`config.mk`:
```
export PLATFORM = sky130hd
export DESIGN_NAME = pci_ack_tracker
export DESIGN_NICKNAME = d
export VERILOG_FILES = /design/src/rtl/pci_ack_tracker.sv
export SDC_FILE = /design/constraint.sdc
export NUM_CORES = 1
export LEC_CHECK = 0
export BUFFER_PORTS_ARGS = -buffer_cell sky130_fd_sc_hd__buf_2
export CORE_MARGIN = 5
export CORE_UTILIZATION = 45
export CTS_CLUSTER_DIAMETER = 150
export CTS_CLUSTER_SIZE = 28
export DETAILED_ROUTE_END_ITERATION = 6
export PLACE_DENSITY = 0.81
export RECOVER_POWER = 25
export SLEW_MARGIN = 20
export SYNTH_ARGS = -nofsm -noshare
export SYNTH_HDL_FRONTEND = slang
export SYNTH_SLANG_ARGS = --single-unit
```
`constraint.sdc`:
```
create_clock -name i_clk -period 1.46 [get_ports i_clk]
set_input_delay 0.365 -clock i_clk [delete_from_list [all_inputs] [get_ports i_clk]]
set_output_delay 0.365 -clock i_clk [all_outputs]
set_load 0.03 [all_outputs]
```
`src/rtl/pci_ack_tracker.sv`:
```
// pci_ack_tracker: edge tracker for NUM_CH pci_ack lines.
//   A rising edge on a line sets a sticky status bit and bumps a saturating
//   counter for that line. Software reaches status, mask and counters through
//   a single-cycle register port. o_irq is the registered OR of unmasked status.
//
// Ports
//   i_clk        block clock, rising edge
//   i_rst        asynchronous reset, active low
//   i_pci_ack    [NUM_CH]  acknowledge lines (level)
//   i_reg_sel    access strobe, one cycle per access
//   i_reg_wr     1 = write, 0 = read
//   i_reg_addr   [ADDR_W]  word address: 0 STATUS (W1C), 1 MASK, 2+i CNT[i]
//   i_reg_wdata  [DATA_W]  write data
//   o_reg_rdata  [DATA_W]  read data, held between reads
//   o_reg_rvalid one-cycle read strobe, cycle after the read access
//   o_irq        level interrupt
//
// Build option
//   PCI_ACK_TRACKER_SYNC_EN : adds a 2-flop synchroniser per line ahead of
//   edge detection (two extra cycles of latency).

// Per-line logic: optional synchroniser, edge detect, sticky status, counter.
module pci_ack_lane #(
  parameter int CNT_W = 8
) (
  input  logic             i_clk,
  input  logic             i_rst,
  input  logic             i_ack,
  input  logic             i_clr_st,
  input  logic             i_clr_cnt,
  output logic             o_status,
  output logic [CNT_W-1:0] o_cnt
);
  logic             w_ack;
  logic             w_rise;
  logic             r_prev;
  logic             r_status;
  logic [CNT_W-1:0] r_cnt;

`ifdef PCI_ACK_TRACKER_SYNC_EN
  logic [1:0] r_sync;
  always_ff @(posedge i_clk or negedge i_rst) begin
    if (!i_rst) r_sync <= '0;
    else        r_sync <= {r_sync[0], i_ack};
  end
  assign w_ack = r_sync[1];
`else
  assign w_ack = i_ack;
`endif

  // r_prev resets to 0, so a line already high at reset release is an edge.
  assign w_rise = w_ack & ~r_prev;

  always_ff @(posedge i_clk or negedge i_rst) begin
    if (!i_rst) begin
      r_prev   <= 1'b0;
      r_status <= 1'b0;
      r_cnt    <= '0;
    end else begin
      r_prev   <= w_ack;
      // Set beats clear when both land in the same cycle.
      r_status <= (r_status & ~i_clr_st) | w_rise;
      if (i_clr_cnt)
        r_cnt <= w_rise ? CNT_W'(1) : '0;
      else if (w_rise && (r_cnt != {CNT_W{1'b1}}))
        r_cnt <= r_cnt + CNT_W'(1);
    end
  end

  assign o_status = r_status;
  assign o_cnt    = r_cnt;
endmodule

module pci_ack_tracker #(
  parameter int NUM_CH = 4,
  parameter int CNT_W  = 8,
  parameter int ADDR_W = 3,
  parameter int DATA_W = 32
) (
  input  logic              i_clk,
  input  logic              i_rst,
  input  logic [NUM_CH-1:0] i_pci_ack,
  input  logic              i_reg_sel,
  input  logic              i_reg_wr,
  input  logic [ADDR_W-1:0] i_reg_addr,
  input  logic [DATA_W-1:0] i_reg_wdata,
  output logic [DATA_W-1:0] o_reg_rdata,
  output logic              o_reg_rvalid,
  output logic              o_irq
);
  localparam logic [ADDR_W-1:0] A_STATUS = ADDR_W'(0);
  localparam logic [ADDR_W-1:0] A_MASK   = ADDR_W'(1);

  logic                          w_wr;
  logic                          w_rd;
  logic [NUM_CH-1:0]             w_clr_st;
  logic [NUM_CH-1:0]             w_clr_cnt;
  logic [NUM_CH-1:0]             w_status;
  logic [NUM_CH-1:0][CNT_W-1:0]  w_cnt;
  logic [DATA_W-1:0]             w_rmux;
  logic                          w_unused_wdata;

  logic [NUM_CH-1:0] r_mask;
  logic [DATA_W-1:0] r_rdata;
  logic              r_rvalid;
  logic              r_irq;

  assign w_wr     = i_reg_sel &  i_reg_wr;
  assign w_rd     = i_reg_sel & ~i_reg_wr;
  assign w_clr_st = (w_wr && (i_reg_addr == A_STATUS)) ? i_reg_wdata[NUM_CH-1:0] : '0;

  // Counter writes clear regardless of data, so most wdata bits are don't-care.
  assign w_unused_wdata = ^i_reg_wdata;

  for (genvar g = 0; g < NUM_CH; g++) begin : g_lane
    assign w_clr_cnt[g] = w_wr && (i_reg_addr == ADDR_W'(g + 2));

    pci_ack_lane #(.CNT_W(CNT_W)) u_lane (
      .i_clk     (i_clk),
      .i_rst     (i_rst),
      .i_ack     (i_pci_ack[g]),
      .i_clr_st  (w_clr_st[g]),
      .i_clr_cnt (w_clr_cnt[g]),
      .o_status  (w_status[g]),
      .o_cnt     (w_cnt[g])
    );
  end

  // Read mux sees pre-update register values; unmapped addresses read 0.
  always_comb begin
    w_rmux = '0;
    if (i_reg_addr == A_STATUS) w_rmux[NUM_CH-1:0] = w_status;
    if (i_reg_addr == A_MASK)   w_rmux[NUM_CH-1:0] = r_mask;
    for (int i = 0; i < NUM_CH; i++)
      if (i_reg_addr == ADDR_W'(i + 2)) w_rmux[CNT_W-1:0] = w_cnt[i];
  end

  always_ff @(posedge i_clk or negedge i_rst) begin
    if (!i_rst) begin
      r_mask   <= '0;
      r_rdata  <= '0;
      r_rvalid <= 1'b0;
      r_irq    <= 1'b0;
    end else begin
      if (w_wr && (i_reg_addr == A_MASK)) r_mask <= i_reg_wdata[NUM_CH-1:0];
      if (w_rd) r_rdata <= w_rmux;
      r_rvalid <= w_rd;
      r_irq    <= |(w_status & r_mask);
    end
  end

  assign o_reg_rdata  = r_rdata;
  assign o_reg_rvalid = r_rvalid;
  assign o_irq        = r_irq;
endmodule

```
======== Word level (Yosys, flattened, before mapping) ========
Index checks and enable logic that the tools add are counted.
word-level totals
  flip-flop bits (word level) ............. 54
  output and inout bits ................... 34
  logic and storage cells ................. 88
operators by class
  $add $sub $neg .......................... 4
  equal/unequal tests ..................... 9
  muxes and demuxes ....................... 19
  bitwise gates (word level) .............. 24
  reductions and logical operators ........ 16
operator list
  operator                                        count
  two-way mux 8 bit                               12
  adder 8 x 1 -> 8 bit (second input constant)    4
  inequality test 8 bit (second input constant)   4
  two-way mux 4 bit                               3
  bitwise AND 1 bit                               10
  logical AND 1 bit                               10
  NOT 1 bit                                       9
  nonzero test 2 bit                              4
  == test 3 x 2 -> 1 bit (second input constant)  2
  == test 3 bit (second input constant)           2
  bitwise AND 4 bit                               1
  two-way mux 1 bit                               4
  OR 1 bit                                        4
  OR reduction 4 bit                              1
  == test 3 x 1 -> 1 bit (second input constant)  1
  zero test 3 bit                                 1

======== Logic depth before layout (Yosys ltp) ========
Gate-level depths: netlist of the first run.
  word-level depth ........................ 7
  gate-level depth with buffers ........... 6
  gate-level depth less buffers ........... 5

======== Cells and area by module ========
From an unflattened synthesis of the first run, not the netlist that was laid out.
second synthesis, totals
  cells, all modules ...................... 337
  area total of the unflattened synthesis .. 3,357.0 sq um
modules (own cells, without submodules)
  module           times used  cells each  area each (sq um)  seq. area each (sq um)
  pci_ack_lane     4           51          530.5              250.2
  pci_ack_tracker  1           133         1,234.9            350.3

======== Worst setup path before layout of the first run ========
Ideal clock, no wire load.
  path type ............................... flip-flop to flip-flop
  start ................................... reg g_lane[1].u_lane.r_cnt[0]
  end ..................................... reg g_lane[1].u_lane.r_cnt[6]
  library setup time ...................... 0.120 ns
  arrival ................................. 1.395 ns
  required time ........................... 1.340 ns
  setup slack ............................. -0.054 ns
  stages on the path, launching flop included .. 5
  path through ............................ dfrtp_1 > ha_1 > nand4_4 > or4b_1 > and3_1
between the ends
  cells in the longest elaborated chain, start to end .. 3
  elaborated cells on any way between the ends .. 6
  classes of those cells .................. add/sub: 1; eq/ne: 1; mux: 2; reduce/logical: 2
ends and longest elaborated chain
  what                                                           RTL line  text
  start: declaration                                             38        logic [CNT_W-1:0] r_cnt;
  start signal: assignment                                       64        r_cnt <= w_rise ? CNT_W'(1) : '0;
  start signal: assignment                                       66        r_cnt <= r_cnt + CNT_W'(1);
  adder 8 x 1 -> 8 bit or inequality test 8 bit (tied branches)  66, 65
  two-way mux 8 bit or logical AND 1 bit (tied branches)         65        else if (w_rise && (r_cnt != {CNT_W{1'b1}}))
  two-way mux 8 bit or nonzero test 2 bit (tied branches)        n/a
Several ways; a longest one is shown, not always the timed one. The select of a mux whose other input is x is not followed.
A chain may end at the register's enable or synchronous reset.

======== Worst setup path in the final report of the first run ========
  start ................................... reg g_lane[3].u_lane.r_cnt[0]
  end ..................................... reg g_lane[3].u_lane.r_cnt[5]
between the ends
  cells in the longest elaborated chain, start to end .. 3
  elaborated cells on any way between the ends .. 6
  classes of those cells .................. add/sub: 1; eq/ne: 1; mux: 2; reduce/logical: 2
ends and longest elaborated chain
  what                                                           RTL line
  start: declaration                                             38
  start signal: assignment                                       64
  start signal: assignment                                       66
  adder 8 x 1 -> 8 bit or inequality test 8 bit (tied branches)  66, 65
  two-way mux 8 bit or logical AND 1 bit (tied branches)         65
  two-way mux 8 bit or nonzero test 2 bit (tied branches)        n/a
Several ways; a longest one is shown, not always the timed one. The select of a mux whose other input is x is not followed.

==> impl_metrics.prom, run 1 <==
# TYPE chip_impl_metric gauge
chip_impl_metric{name="irDropWorstVdd",unit="mV"} 0.626
chip_impl_info{name="status",value="finished with violations"} 1
chip_impl_metric{name="routed_via_density",unit=""} 5.56
chip_impl_info{name="category_of_the_most_critical_setup_path",value="reg -> reg"} 1
chip_impl_metric{name="post-route-worst-setup-slack",unit="ns"} -0.000232
chip_impl_metric{name="wl",unit="mm"} 7.17
chip_impl_info{name="startpoint_type",value="flip-flop"} 1
chip_impl_metric{name="fin_setup_tns",unit="ns"} -0.000232
chip_impl_info{name="cts_tree",value="done"} 1
chip_impl_metric{name="die_area",unit="sq um"} 8650
chip_impl_info{name="min-delay-path-class",value="in -> reg"} 1
chip_impl_metric{name="gr-total-overflow",unit=""} 0
chip_impl_metric{name="synth-warning-count",unit=""} 0
chip_impl_metric{name="transition_time_at_the_pin_with_the_least_slew_margin",unit="ns"} 0.509
chip_impl_metric{name="postSynthAreaPerCell",unit="sq um"} 9.63
chip_impl_metric{name="ctsLongestPathBuffers",unit=""} 2
chip_impl_metric{name="slowest_delay",unit="ns"} 0.49
chip_impl_info{name="timing.critical_path.to_type",value="flip-flop"} 1
chip_impl_info{name="timing.hold.worst_endpoint",value="g_lane[1].u_lane.r_prev"} 1
chip_impl_metric{name="num_vias",unit=""} 2607
chip_impl_metric{name="finalCritPeriodShare",unit="%"} 100
chip_impl_metric{name="insertedDiodeCount",unit=""} 0
chip_impl_metric{name="pin_count_of_the_biggest_net_entering_global_routing",unit=""} 38
chip_impl_metric{name="required",unit="ns"} 1.70
chip_impl_metric{name="cts_buffers",unit=""} 5
chip_impl_metric{name="synthArstFlopShare",unit="%"} 100
chip_impl_info{name="most_common_cell_after_layout_fill_and_taps_aside",value="sky130_fd_sc_hd__dfrtp_1"} 1
chip_impl_info{name="crit_path_cell_trace",value="ha_2, nand3_2, nor2_2, or4_4, a21oi_2"} 1
chip_impl_metric{name="setup-violations-final",unit=""} 1
chip_impl_metric{name="finalInstanceArea",unit="sq um"} 3660
chip_impl_metric{name="wl_per_cell",unit="um"} 15.3
chip_impl_info{name="layout.cells.most_common_list",value="sky130_fd_sc_hd__dfrtp_1 (53), sky130_fd_sc_hd__buf_4 (43), sky130_fd_sc_hd__nor2_1 (30), sky130_fd_sc_hd__conb_1 (24), sky130_fd_sc_hd__nand2_1 (23)"} 1
chip_impl_metric{name="io-pin-count",unit=""} 77
chip_impl_metric{name="first_iter_violations",unit=""} 130
chip_impl_metric{name="static-leakage-power",unit="nW"} 1.67
chip_impl_metric{name="worstPathBufferInverterCount",unit=""} 0
chip_impl_info{name="ys_dominant_reg_cell",value="sky130_fd_sc_hd__dfrtp_1"} 1
chip_impl_info{name="cp_slowest_cell",value="sky130_fd_sc_hd__or4_4"} 1
chip_impl_metric{name="initial_core_util",unit="%"} 45.9
chip_impl_info{name="holdCritStartpoint",value="i_pci_ack[1]"} 1
chip_impl_metric{name="finalWorstPathRequiredPeriod",unit="ns"} 1.46
chip_impl_metric{name="hold_path_depth",unit=""} 1
chip_impl_metric{name="grt_pass1_wl",unit="mm"} 11.6
chip_impl_metric{name="cts_num_sinks",unit=""} 54
chip_impl_metric{name="placed_cell_area",unit="sq um"} 3500
chip_impl_metric{name="globalRouteTotalUtil",unit="%"} 16.7
chip_impl_metric{name="regToRegSetupSlack",unit="ns"} -0.0002
chip_impl_metric{name="drt_first_pass_iters",unit=""} 4
chip_impl_metric{name="drv_slew",unit=""} 0
chip_impl_metric{name="core_area",unit="sq um"} 6760
chip_impl_metric{name="critical_path_arrival",unit="ns"} 1.70
chip_impl_metric{name="post_synth_num_cell_types",unit=""} 54
chip_impl_info{name="worst_r2r_endpoint",value="g_lane[3].u_lane.o_cnt[5]"} 1
chip_impl_metric{name="totalPowerFinal",unit="mW"} 4.25
chip_impl_metric{name="max-cap-violations",unit=""} 0
chip_impl_metric{name="layout-drive-gt1-share",unit="%"} 24.4
chip_impl_metric{name="die_x",unit="um"} 93.0
chip_impl_metric{name="first_global_vias",unit=""} 2523
chip_impl_metric{name="placement.io_buffers",unit=""} 24
chip_impl_metric{name="die_h",unit="um"} 93.0
chip_impl_info{name="r2r-start",value="g_lane[3].u_lane.o_cnt[0]"} 1
chip_impl_metric{name="synthesis.instances",unit=""} 322
chip_impl_info{name="root_buffer",value="sky130_fd_sc_hd__clkbuf_8"} 1
chip_impl_metric{name="placement_rows",unit=""} 30
chip_impl_metric{name="skew",unit="ns"} 0.00920
chip_impl_metric{name="ant_nets",unit=""} 0
chip_impl_metric{name="achievable-frequency",unit="MHz"} 685
chip_impl_metric{name="initial_antenna_violation_count",unit=""} 0
chip_impl_metric{name="count_of_flip_flops_with_a_built_in_enable_after_synthesis",unit=""} 0
chip_impl_metric{name="timing.critical_path.fanout_max",unit=""} 4
chip_impl_metric{name="worst_slew_margin_rel",unit="%"} 66.1
chip_impl_metric{name="cellPowerDensity",unit="nW/um^2"} 1160
chip_impl_metric{name="routability_driven_placement_congestion_ratio",unit=""} 0.903
chip_impl_metric{name="ys_seq_area_share",unit="%"} 43.6
chip_impl_info{name="rsz0062_at_grt",value="yes"} 1
chip_impl_metric{name="syn-cell-area",unit="sq um"} 3100
chip_impl_metric{name="place.detailed.hpwl",unit="mm"} 5.47
chip_impl_metric{name="htree_levels",unit=""} 2
chip_impl_info{name="critical_path.top_delay_family",value="simple AND/OR/NAND/NOR gates"} 1
chip_impl_metric{name="clock_insertion_delay_worst_skew",unit="ns"} 0.31
chip_impl_metric{name="report.final.hold_viol_count",unit=""} 0
chip_impl_metric{name="route.detailed.drc",unit=""} 0
chip_impl_metric{name="synth_seq_cells",unit=""} 54
chip_impl_metric{name="worst_r2r_path_depth",unit=""} 5
chip_impl_metric{name="finish.net_count",unit=""} 436
chip_impl_metric{name="clkSlewWorstSetupHoldPaths",unit="ns"} 0.10
chip_impl_metric{name="synthToLayoutAreaGrowth",unit="%"} 17.9
chip_impl_info{name="failed_checks",value="setup timing"} 1
metrics by stage:
stage / worst slack, ns / cells / hold WS (ns) / utilization, %
finish: -0.000232 / 469 / 0.164 / 54.1
global route: -0.0386 / 469 / 0.158 / 54.1
CTS: 0.00484 / 467 / 0.157 / 53.7
detailed placement: -0.0968 / 456 / 0.339 / 51.9
global placement: -0.0624 / 456 / 0.337 / 51.9
floorplan: 0.00185 / 345 / 0.0694 / -
layout make-up:
class                   instances  area [sq um]
well taps                      80           100
flip-flops and latches         54          1350
fillers                       600          3100
repair buffers                 72           477
clock buffers                   7          76.3
multi-input cells             251          1630
inverters                       5          18.8
routing by layer:
layer	global-route usage, %	vias to the layer above	wire, um
li1	-	1262	-
met1	20.7	1285	2990
met2	30.2	57	3820
met3	3.14	3	318
met4	3.42	0	40
met5	0	-	0
what timing repair did:
item | CTS | global route
resized for setup | 5 | 8
pin swaps | 2 | 9
hold buffers | 1 | 0
setup buffers | 3 | 2
cloned | 0 | 0
hold endpoints to repair | 12 | 0
setup endpoints to repair | 4 | 8
how the worst max path moves through the flow:
stage / start / end / slack [ns] / cells past startpoint
finish: g_lane[3].u_lane.o_cnt[0] / g_lane[3].u_lane.o_cnt[5] / -0.0002 / 5
global route: g_lane[3].u_lane.o_cnt[0] / g_lane[3].u_lane.o_cnt[5] / -0.04 / 5
CTS: g_lane[3].u_lane.o_cnt[0] / g_lane[3].u_lane.o_cnt[5] / 0.005 / 5
detailed placement: i_pci_ack[1] / g_lane[1].u_lane.o_cnt[3] / -0.1 / 6
global placement: i_reg_addr[2] / r_mask[3] / -0.06 / 5
floorplan: g_lane[1].u_lane.o_cnt[0] / g_lane[1].u_lane.o_cnt[6] / 0.002 / 4
flip-flops by register name (all words and copies together) (netlist names):
name and flops:
o_reg_rdata 8, o_reg_rvalid 1, o_irq 1, r_mask 4, g_lane.u_lane.r_prev 4, g_lane.u_lane.o_cnt 32, g_lane.u_lane.o_status 4
Yosys cell counts, types with 5 or more instances:
library cell	number	area share (%)
sky130_fd_sc_hd__dfrtp_1	54	44
sky130_fd_sc_hd__nor2_1	31	3.8
sky130_fd_sc_hd__buf_4	25	6.1
sky130_fd_sc_hd__nand2_1	24	2.9
sky130_fd_sc_hd__mux2i_1	21	6.8
sky130_fd_sc_hd__nand3_1	13	2.1
sky130_fd_sc_hd__a21oi_1	12	1.9
sky130_fd_sc_hd__o21ai_0	8	1.3
sky130_fd_sc_hd__o22ai_1	8	1.6
sky130_fd_sc_hd__buf_2	7	1.1
sky130_fd_sc_hd__nand4_1	7	1.4
sky130_fd_sc_hd__nor3_1	7	1.1
sky130_fd_sc_hd__o211ai_1	7	1.7
sky130_fd_sc_hd__nor2b_1	6	1.2
sky130_fd_sc_hd__a211oi_1	5	1.2
sky130_fd_sc_hd__and3_1	5	1.0
sky130_fd_sc_hd__inv_1	5	0.61
sky130_fd_sc_hd__nand2b_1	5	1.0
power breakdown:
part,internal (mW),total (mW),switching (mW)
clock,0.332,0.797,0.465
sequential,1.79,2.14,0.346
combinational,0.579,1.32,0.736
logic make-up (layout without fill, tap and decap cells):
group	count (synthesis)	after routing	share of synthesized area [%]
compound gates	69	69	15.0
xor+xnor	5	5	1.41
fa+ha+maj	4	4	1.61
buf+inv	40	84	8.19
flops	54	54	43.6
mux	25	25	8.23
other cells	1	24	0.121
simple gates	124	124	21.8
(Power assumes the default switching activity.)
==> run 2, diff against run 1 <==
--- a/config.mk
+++ b/config.mk
@@ -6,12 +6,14 @@
 export NUM_CORES = 1
 export LEC_CHECK = 0
 export BUFFER_PORTS_ARGS = -buffer_cell sky130_fd_sc_hd__buf_2
+export CELL_PAD_IN_SITES_DETAIL_PLACEMENT = 0
+export CELL_PAD_IN_SITES_GLOBAL_PLACEMENT = 2
 export CORE_MARGIN = 5
-export CORE_UTILIZATION = 45
+export CORE_UTILIZATION = 29
 export CTS_CLUSTER_DIAMETER = 150
 export CTS_CLUSTER_SIZE = 28
 export DETAILED_ROUTE_END_ITERATION = 6
-export PLACE_DENSITY = 0.81
+export PLACE_DENSITY = 0.84
 export RECOVER_POWER = 25
 export SLEW_MARGIN = 20
 export SYNTH_ARGS = -nofsm -noshare
==> impl_metrics.prom, run 2 (synthesis results as in run 1) <==
# TYPE chip_impl_metric gauge
chip_impl_metric{name="achievable-frequency",unit="MHz"} 691
chip_impl_metric{name="transition_time_at_the_pin_with_the_least_slew_margin",unit="ns"} 0.768
chip_impl_metric{name="initial_core_util",unit="%"} 29.9
chip_impl_metric{name="largest_reg_flops",unit=""} 32
chip_impl_metric{name="max-cap-violations",unit=""} 0
chip_impl_metric{name="place.detailed.hpwl",unit="mm"} 5.78
chip_impl_metric{name="routed_via_density",unit=""} 4.83
chip_impl_metric{name="irDropWorstVdd",unit="mV"} 0.389
chip_impl_info{name="most_common_cell_after_layout_fill_and_taps_aside",value="sky130_fd_sc_hd__dfrtp_1"} 1
chip_impl_metric{name="htree_levels",unit=""} 2
chip_impl_metric{name="cts_num_sinks",unit=""} 54
chip_impl_metric{name="finalWorstPathRequiredPeriod",unit="ns"} 1.45
chip_impl_metric{name="num_vias",unit=""} 2549
chip_impl_metric{name="wl_met3",unit="um"} 234
chip_impl_metric{name="critical_path_arrival",unit="ns"} 1.66
chip_impl_metric{name="setup-violations-final",unit=""} 0
chip_impl_metric{name="route.detailed.drc",unit=""} 0
chip_impl_metric{name="report.final.hold_viol_count",unit=""} 0
chip_impl_metric{name="gr-total-overflow",unit=""} 0
chip_impl_metric{name="cell_count_post_placement",unit=""} 517
chip_impl_metric{name="route.met2.wl",unit="mm"} 3.39
chip_impl_metric{name="globalRouteTotalUtil",unit="%"} 12.0
chip_impl_info{name="layout.cells.most_common_list",value="sky130_fd_sc_hd__dfrtp_1 (52), sky130_fd_sc_hd__buf_4 (46), sky130_fd_sc_hd__nor2_1 (30), sky130_fd_sc_hd__conb_1 (24), sky130_fd_sc_hd__nand2_1 (23)"} 1
chip_impl_metric{name="routability_driven_placement_congestion_ratio",unit=""} 0.848
chip_impl_metric{name="core_area",unit="sq um"} 10400
chip_impl_metric{name="required",unit="ns"} 1.67
chip_impl_metric{name="die_x",unit="um"} 113
chip_impl_metric{name="placed_cell_area",unit="sq um"} 3640
chip_impl_info{name="startpoint_type",value="flip-flop"} 1
chip_impl_metric{name="totalPowerFinal",unit="mW"} 4.41
chip_impl_metric{name="placement_rows",unit=""} 37
chip_impl_metric{name="hold_buffers",unit=""} 0
chip_impl_metric{name="synthToLayoutAreaGrowth",unit="%"} 22.1
chip_impl_metric{name="pin_count_of_the_biggest_net_entering_global_routing",unit=""} 55
chip_impl_metric{name="placement.io_buffers",unit=""} 24
chip_impl_metric{name="clkSlewWorstSetupHoldPaths",unit="ns"} 0.10
chip_impl_metric{name="ant_nets",unit=""} 0
chip_impl_metric{name="nFillCells",unit=""} 1097
chip_impl_metric{name="clock_insertion_delay_worst_skew",unit="ns"} 0.31
chip_impl_info{name="min-delay-path-class",value="in -> reg"} 1
chip_impl_metric{name="wl",unit="mm"} 7.61
chip_impl_metric{name="static-leakage-power",unit="nW"} 1.70
chip_impl_metric{name="finalCritPeriodShare",unit="%"} 99.2
chip_impl_metric{name="cellPowerDensity",unit="nW/um^2"} 1160
chip_impl_metric{name="cts_buffers",unit=""} 5
chip_impl_info{name="timing.critical_path.to_type",value="flip-flop"} 1
chip_impl_metric{name="drv_slew",unit=""} 0
chip_impl_info{name="category_of_the_most_critical_setup_path",value="reg -> reg"} 1
chip_impl_metric{name="ctsLongestPathBuffers",unit=""} 2
chip_impl_metric{name="skew",unit="ns"} 0.00666
chip_impl_metric{name="final_cell_count_no_fill",unit=""} 528
chip_impl_metric{name="first_iter_violations",unit=""} 143
chip_impl_metric{name="finalInstanceArea",unit="sq um"} 3790
chip_impl_metric{name="io-pin-count",unit=""} 77
chip_impl_info{name="rsz0062_at_grt",value="yes"} 1
chip_impl_metric{name="worst_slew_margin_rel",unit="%"} 48.8
chip_impl_info{name="cts_tree",value="done"} 1
chip_impl_metric{name="finish.net_count",unit=""} 438
chip_impl_info{name="status",value="completed"} 1
chip_impl_metric{name="die_h",unit="um"} 113
chip_impl_metric{name="wl_met1",unit="mm"} 3.86
chip_impl_metric{name="die_area",unit="sq um"} 12900
chip_impl_metric{name="wl_per_cell",unit="um"} 14.4
chip_impl_metric{name="drt_first_pass_iters",unit=""} 4
chip_impl_metric{name="initial_antenna_violation_count",unit=""} 0
chip_impl_metric{name="timing.critical_path.fanout_max",unit=""} 5
chip_impl_metric{name="grt_pass1_wl",unit="mm"} 12.5
chip_impl_metric{name="insertedDiodeCount",unit=""} 0
chip_impl_metric{name="first_global_vias",unit=""} 2505
chip_impl_metric{name="layout-drive-gt1-share",unit="%"} 26.3
chip_impl_info{name="top_signal_layer_used",value="met4"} 1
chip_impl_info{name="root_buffer",value="sky130_fd_sc_hd__clkbuf_8"} 1
-- run 2: per-layer routing --
layer,GRT usage (%),up-vias
met5,0,-
met4,3.61,0
met3,1.91,9
met2,18.4,48
met1,17.5,1225
li1,-,1267
-- run 2: final timing paths --
check,endpoint,slack (ns),cells past startpoint,start
setup / recovery,g_lane[1].u_lane.o_cnt[6],0.01,4,g_lane[1].u_lane.o_cnt[1]
hold / removal,g_lane[1].u_lane.r_prev,0.17,1,i_pci_ack[1]
setup reg to reg,g_lane[1].u_lane.o_cnt[6],0.01,4,g_lane[1].u_lane.o_cnt[1]
hold reg to reg,o_reg_rdata[5],0.51,1,o_reg_rdata[5]
max in group asynchronous,g_lane[1].u_lane.o_cnt[4],0.71,2,i_rst
min in group asynchronous,g_lane[1].u_lane.o_cnt[0],0.21,2,i_rst
-- run 2: timing repair --
item                       in CTS  in global routing
resized for setup               3                 14
setup buffers                   2                  1
setup endpoints to repair       4                 12
pin swaps                       2                  7
-- run 2: cell type report --
cell class                      count  area [sq um]  share of cell area (%)
Clock inverter                      1          5.00                   0.132
Multi-Input combinational cell    251          1640                    43.4
Sequential cell                    54          1350                    35.7
Inverter                            5          18.8                   0.495
Timing Repair Buffer               74           510                    13.5
Tap cell                          136           170                    4.49
Clock buffer                        7          86.3                    2.28
-- run 2: critical path, cell delays in order (launching register included) --
cell and delay (ns):
sky130_fd_sc_hd__dfrtp_1 0.41, sky130_fd_sc_hd__ha_4 0.17, sky130_fd_sc_hd__nand4_4 0.12, sky130_fd_sc_hd__or4b_1 0.48, sky130_fd_sc_hd__and3_1 0.17
-- run 2: power by group --
group	internal (mW)	switching [mW]	total (mW)
Sequential	1.80	0.314	2.11
Clock	0.385	0.503	0.888
Combinational	0.642	0.769	1.41
Total	2.82	1.59	4.41
-- run 2: metrics by stage --
| step | setup TNS [ns] | setup slack, ns | hold slack (ns) | utilization, % |
|---|---|---|---|---|
| floorplan | 0 | 0.00185 | 0.0694 | - |
| global placement | -0.551 | -0.0983 | 0.389 | 35.1 |
| detailed placement | -0.639 | -0.121 | 0.392 | 35.1 |
| CTS | 0 | 0.0165 | 0.0427 | 36.2 |
| global route | -0.0546 | -0.0445 | 0.163 | 36.5 |
| finish | 0 | 0.0119 | 0.172 | 36.5 |
